[src/rtl/mem_image_loader.sv]
// Streams a {base, count, data...} image into the mirrored IM/DM byte banks.
// The CPU is held in reset until a zero-count header ends the image.
module mem_image_loader #(
  parameter int ADDR_W = 14
) (
  input  logic              clk,
  input  logic              rst,
  input  logic              start,
  input  logic              s_valid,
  input  logic [31:0]       s_data,
  output logic              s_ready,
  output logic [3:0]        mem_we,
  output logic [ADDR_W-1:0] mem_addr,
  output logic [31:0]       mem_wdata,
  output logic              cpu_rst,
  output logic              busy,
  output logic              done,
  output logic [31:0]       words_loaded,
  output logic [31:0]       checksum
);
  // state    | meaning
  // IDLE     | out of reset, waiting for start
  // HDR_BASE | expecting a block base word
  // HDR_CNT  | expecting a block word count (0 ends the image)
  // DATA     | writing block data words
  // DONE     | image complete, CPU released
  typedef enum logic [2:0] {
    IDLE     = 3'd0,
    HDR_BASE = 3'd1,
    HDR_CNT  = 3'd2,
    DATA     = 3'd3,
    DONE     = 3'd4
  } state_t;

  localparam logic [ADDR_W-1:0] PTR_ONE = ADDR_W'(1);
  localparam logic [ADDR_W:0]   REM_ONE = (ADDR_W + 1)'(1);

  state_t            state, state_nx;
  logic [ADDR_W-1:0] ptr;
  logic [ADDR_W:0]   remaining;
  logic              xfer;
  logic              session_start;

  assign xfer          = s_valid & s_ready;
  assign session_start = start & ((state == IDLE) | (state == DONE));

  always_ff @(posedge clk or posedge rst) begin
    if (rst) state <= IDLE;
    else     state <= state_nx;
  end

  always_comb begin
    state_nx = state;
    case (state)
      IDLE:     if (start) state_nx = HDR_BASE;
      HDR_BASE: if (xfer) state_nx = HDR_CNT;
      HDR_CNT:  if (xfer) state_nx = (s_data[ADDR_W:0] == '0) ? DONE : DATA;
      DATA:     if (xfer && remaining == REM_ONE) state_nx = HDR_BASE;
      DONE:     if (start) state_nx = HDR_BASE;
      default:  state_nx = IDLE;
    endcase
  end

  always_comb begin
    s_ready = 1'b0;
    case (state)
      HDR_BASE, HDR_CNT, DATA: s_ready = 1'b1;
      default:                 s_ready = 1'b0;
    endcase
  end

  // Datapath and status flags; status is registered on the same edge as the state change.
  always_ff @(posedge clk or posedge rst) begin
    if (rst) begin
      mem_we       <= '0;
      mem_addr     <= '0;
      mem_wdata    <= '0;
      ptr          <= '0;
      remaining    <= '0;
      cpu_rst      <= 1'b1;
      busy         <= 1'b0;
      done         <= 1'b0;
      words_loaded <= '0;
      checksum     <= '0;
    end else begin
      mem_we <= '0;
      if (session_start) begin
        cpu_rst      <= 1'b1;
        busy         <= 1'b1;
        done         <= 1'b0;
        words_loaded <= '0;
        checksum     <= '0;
      end
      if (state_nx == DONE && state != DONE) begin
        cpu_rst <= 1'b0;
        busy    <= 1'b0;
        done    <= 1'b1;
      end
      case (state)
        HDR_BASE: if (xfer) ptr <= s_data[ADDR_W-1:0];
        HDR_CNT:  if (xfer) remaining <= s_data[ADDR_W:0];
        DATA: if (xfer) begin
          mem_we       <= 4'hF;
          mem_addr     <= ptr;
          mem_wdata    <= s_data;
          ptr          <= ptr + PTR_ONE;
          remaining    <= remaining - REM_ONE;
          words_loaded <= words_loaded + 32'd1;
          checksum     <= checksum + s_data;
        end
        default: ;
      endcase
    end
  end
endmodule

[config.mk]
export PLATFORM = sky130hd
export DESIGN_NAME = mem_image_loader
export DESIGN_NICKNAME = d
export VERILOG_FILES = /design/src/rtl/mem_image_loader.sv
export SDC_FILE = /design/constraint.sdc
export NUM_CORES = 1
export LEC_CHECK = 0
export BUFFER_PORTS_ARGS = -buffer_cell sky130_fd_sc_hd__buf_2
export CORE_AREA = 2 2 126 128
export CTS_CLUSTER_DIAMETER = 120
export DETAILED_ROUTE_END_ITERATION = 10
export DIE_AREA = 0 0 128 130
export PLACE_DENSITY = 0.78
export SYNTH_ARGS = -nofsm -noshare
export SYNTH_HDL_FRONTEND = slang
export SYNTH_SLANG_ARGS = --single-unit
[constraint.sdc]
create_clock -name clk -period 5.3 [get_ports clk]
set_input_delay 0.795 -clock clk [delete_from_list [all_inputs] [get_ports clk]]
set_output_delay 0.795 -clock clk [all_outputs]
set_load 0.05 [all_outputs]
# Yosys cells after proc, flatten, opt, wreduce, memory -nomap -nowiden
# Index checks and enable logic that the tools add are counted.
# word_totals
ff_bits,149
in_bits,36
output_inout_bits,118
wordCells,65
# op_classes
addsub,4
eq_ne,10
n_mux,25
bitwise,3
n_reduce_logical,12
# ops
operator,count
32-bit 2-to-1 mux,6
32-bit by 1-bit adder with 32-bit output (second input constant),1
32-bit adder,1
15-bit 2-to-1 mux,2
15-bit one-hot mux with 2 select lines,1
14-bit 2-to-1 mux,2
14-bit one-hot mux with 2 select lines,1
15-bit by 1-bit equality test with 1-bit output (second input constant),1
15-bit logical NOT,1
3-bit 2-to-1 mux,5
15-bit by 1-bit subtractor with 15-bit output (second input constant),1
14-bit by 1-bit adder with 14-bit output (second input constant),1
3-bit one-hot mux with 4 select lines,1
4-bit 2-to-1 mux,2
3-bit by 2-bit equality test with 1-bit output (second input constant),2
3-bit equality test (second input constant),2
2-bit != test (second input constant),3
3-bit AND reduction,2
2-bit nonzero test,3
1-bit 2-to-1 mux,5
3-bit by 1-bit equality test with 1-bit output (second input constant),1
3-bit logical NOT,1
3-bit != test (second input constant),1
3-bit OR reduction,1
5 further kinds,7

# Logic depth before layout (Yosys ltp)
# depth
word_depth,10
depth_mapped,10
mapped_depth_nobuf,10

# Worst setup path after synthesis
# OpenSTA, ideal clock, no wires.
# synth_timing
path_kind,input -> register
startpoint,input s_data[0]
endpoint,register checksum[30]
setup_time_ps,125
arrival_ps,2759
required_time_ps,5175
path_slack_ps,2417
path_stages,10
n_path_buf,0
path_cell_list,ha_1 > inv_1 > fa_1 > nand2b_1 > a21oi_1 > a41o_1 > a31oi_1 > o221ai_1 > nand3_1 > mux2_2
# synth_between
elab_chain_len,3
# synth_lines
element,line,text
start: declaration,10,"input logic [31:0] s_data,"
32-bit adder,109,checksum <= checksum + s_data;
32-bit 2-to-1 mux,102,DATA: if (xfer) begin
32-bit 2-to-1 mux,99,case (state)
end signal: assignment,109,
end: declaration,19,output logic [31:0] checksum
# Every way passes these cells.
# A chain may end at the register's enable or synchronous reset.

# Worst setup path in the final report
# Ends and elaborated chain as after synthesis.

==> impl_metrics.tcl <==
set metrics [dict create \
    yosysWarnings 0 \
    syn_nets 1054 \
    io_buffers 153 \
    die_w_um 128 \
    required_ns 5.60 \
    synth_enable_flop_cells 0 \
    drt-wirelength-per-cell_um 17.3 \
    worst_pin_slew_ns 1.04 \
    syn_inst 982 \
    critPathMaxFanout 5 \
    dp_hpwl_mm 15.6 \
    yosysUniqueCellTypes 69 \
    cts_buffer_depth 2 \
    antenna_found_initial 0 \
    dr.pass1.iters 8 \
    filler_cell_count 1348 \
    cts_num_sinks 146 \
    status "complete, no violations" \
    synthesis.area_um2 8310 \
    crit_path_end_kind "register" \
    swShare_pct 49.6 \
    drc 0 \
    p_per_area_nw_per_um2 712 \
    crit_slowest_cell "fa_1" \
    clock_latency_ns 0.43 \
    dpl_cell_area_um2 9150 \
    crit_type "input port to register" \
    path_cells "buf_2 > ha_1 > inv_1 > fa_1 > nand2b_1 > a21oi_1 > a41o_1 > a31oi_1 > o221ai_1 > nand3_1 > mux2_2" \
    finalMaxSlewViolations 0 \
    cpPeakStageDelay_ns 0.37 \
    yosys_register_bits 146 \
    die_h_um 130 \
    fin_area_um2 9850 \
    synthArstFlopShare_pct 100 \
    avgViaCountPerCell 5.96 \
    setup_viol_count_final 0 \
    start_util_pct 53.9 \
    area_growth_pct 18.6 \
    grt_pass1_wl_mm 36.7 \
    fin_skew_ns 0.00995 \
    yosysSeqAreaShare_pct 44.0 \
    final_common_cell "nand2_1" \
    coreArea_um2 15400 \
    root_buffer "clkbuf_16" \
    cts_resized 0 \
    arrival_ns 3.26 \
    power.switching_mw 3.48 \
    synth_area_leaders "dfrtp_1 44%, nand2_1 11%, ha_1 5.3%" \
    ir_drop_uv 319 \
    io_pins 154 \
    rsz0062_at_grt "no" \
    synth_top_area_share_pct 43.7 \
    p_int_mw 3.53 \
    power.leakage_nw 4.88 \
    htreeDepth 4 \
    antenna_left 0 \
    clkTransAtPathRegs_ns 0.06 \
    ctsHoldBuffers 0 \
    cts_made_buffers 17 \
    hold_class "register to register" \
    rows 46 \
    cts_tree "done" \
    critPathTopFamily "compound AO/OA/AOI/OAI gates" \
    vias 7819 \
    cts_setup_buffers 0 \
    die-area_um2 16600 \
    post-route-min-period_ns 2.95 \
    min_period_over_period_pct 55.7 \
    wl_mm 22.7 \
    cp.buffers_inverters 2 \
    fmax_mhz 339 \
    max_cap_violations 0 \
    grt_pass1_vias 7110 \
    start_kind "input port" \
    place_congestion 0.930 \
    seq_power_share_pct 27.6 \
    gr-total-overflow 0 \
    final.setup.tns_ns 0 \
    final_cell_mix "251 x nand2_1, 153 x buf_2, 145 x dfrtp_1" \
    track_usage_pct 27.9 \
    hold_viol 0 \
    drtIter0Drc 661 \
    pwr-share-comb_pct 52.0 \
    final_nets 1179 \
    drive_above_1_share_pct 18.5 \
    clockPowerShare_pct 20.4 \
    grt_max_degree 115 \
    synth_area_leader_cell "dfrtp_1" \
    slew_headroom_pct 31.0 \
    syn_area_per_cell_um2 8.46 \
    diodes 0 \
    synthFlopType "dfrtp_1" \
]
[power by group through the flow]
stage / Sequential, mW / Combinational (mW) / Clock [mW]
2_1_floorplan: 2.93 / 1.75 / 0
3_3_place_gp: 1.92 / 3.56 / 0
3_5_place_dp: 1.93 / 3.61 / 0
4_1_cts: 1.92 / 3.63 / 1.45
5_1_grt: 1.99 / 3.98 / 1.49
6_report: 1.93 / 3.65 / 1.43
[cell usage after synthesis (all sizes together), types with 4 or more instances]
| cell | count |
|---|---|
| nand2b | 5 |
| nor2 | 56 |
| mux2i | 20 |
| nand4 | 14 |
| o211ai | 12 |
| nor3 | 15 |
| ha | 35 |
| and4 | 7 |
| and2 | 6 |
| xor2 | 9 |
| dfrtp | 145 |
| nor4 | 6 |
| o21bai | 9 |
| nand2 | 251 |
| and3 | 14 |
| o22a | 5 |
| buf | 10 |
| a21oi | 76 |
| clkbuf | 43 |
| o22ai | 8 |
| a31oi | 9 |
| o31ai | 11 |
| o21a | 7 |
| inv | 19 |
| xnor2 | 10 |
| or4 | 4 |
| a21o | 12 |
| or3 | 6 |
| nand3 | 35 |
| o21ai | 69 |
| nand3b | 4 |
| a22o | 6 |
[sequential cells by signal (all words and copies together), names as in the netlist]
name and count:
ptr 14, done 1, mem_we 1, words_loaded 32, cpu_rst 1, mem_addr 14
busy 1, checksum 32, mem_wdata 32, state 3, remaining 15
[layout make-up]
class                           instances  area (µm²)  share of cell area [%]
Multi-Input combinational cell        764        4370                    44.4
Clock inverter                         13         255                    2.59
Clock buffer                           19         443                    4.50
Timing Repair Buffer                  159         811                    8.23
Sequential cell                       146        3650                    37.1
Tap cell                              192         240                    2.44
Inverter                               19        76.3                   0.775
[final timing paths]
check / slack, ns / depth (start not counted) / to / from
max: 2.35 / 11 / checksum[30] / s_data[0]
min: 0.47 / 2 / mem_wdata[24] / mem_wdata[24]
max reg2reg: 2.37 / 8 / checksum[30] / state[0]
min reg2reg: 0.47 / 2 / mem_wdata[24] / mem_wdata[24]
max in group asynchronous: 3.64 / 3 / mem_wdata[17] / rst
min in group asynchronous: 0.59 / 2 / words_loaded[18] / rst
[stage by stage]
stage               power, mW  worst slack (ns)  hold WS (ns)  cells  util, %
floorplan                4.69             0.584         0.441    982        -
global placement         5.47              2.08         0.451   1280     59.3
detailed placement       5.54              1.95         0.456   1280     59.3
CTS                      7.00              2.38         0.472   1312     63.9
global route             7.46              2.08         0.490   1312     63.9
finish                   7.01              2.35         0.467   1312     63.9
[per-layer routing]
metal	global-route usage (%)	up-vias	part of all wire [%]
met3	6.27	40	8.1
met2	42.2	335	44
met4	10.0	0	2.3
met5	0	-	0
met1	39.7	3706	45
li1	-	3738	-
[worst register-to-register path, stage by stage, from the launching register on]
cell	delay, ns
dfrtp_1	0.63
nor2b_1	0.42
nand3_4	0.28
inv_2	0.48
nor2_2	0.27
nand2_1	0.16
o31ai_1	0.08
a31o_2	0.24
mux2_2	0.26
[cell families (layout without fill, tap and decap cells)]
| family | count (synthesis) | after routing | synth area share (%) |
|---|---|---|---|
| multiplexers | 21 | 21 | 2.54 |
| AND/OR/NAND/NOR | 435 | 435 | 23.5 |
| AO/OA/AOI/OAI | 253 | 253 | 18.9 |
| flip-flops | 146 | 146 | 44.0 |
| XOR/XNOR | 19 | 19 | 2.00 |
| buffers and inverters | 72 | 210 | 3.58 |
| adder cells (fa/ha/maj) | 36 | 36 | 5.51 |
No activity file was read; power rests on OpenSTA's default activity.
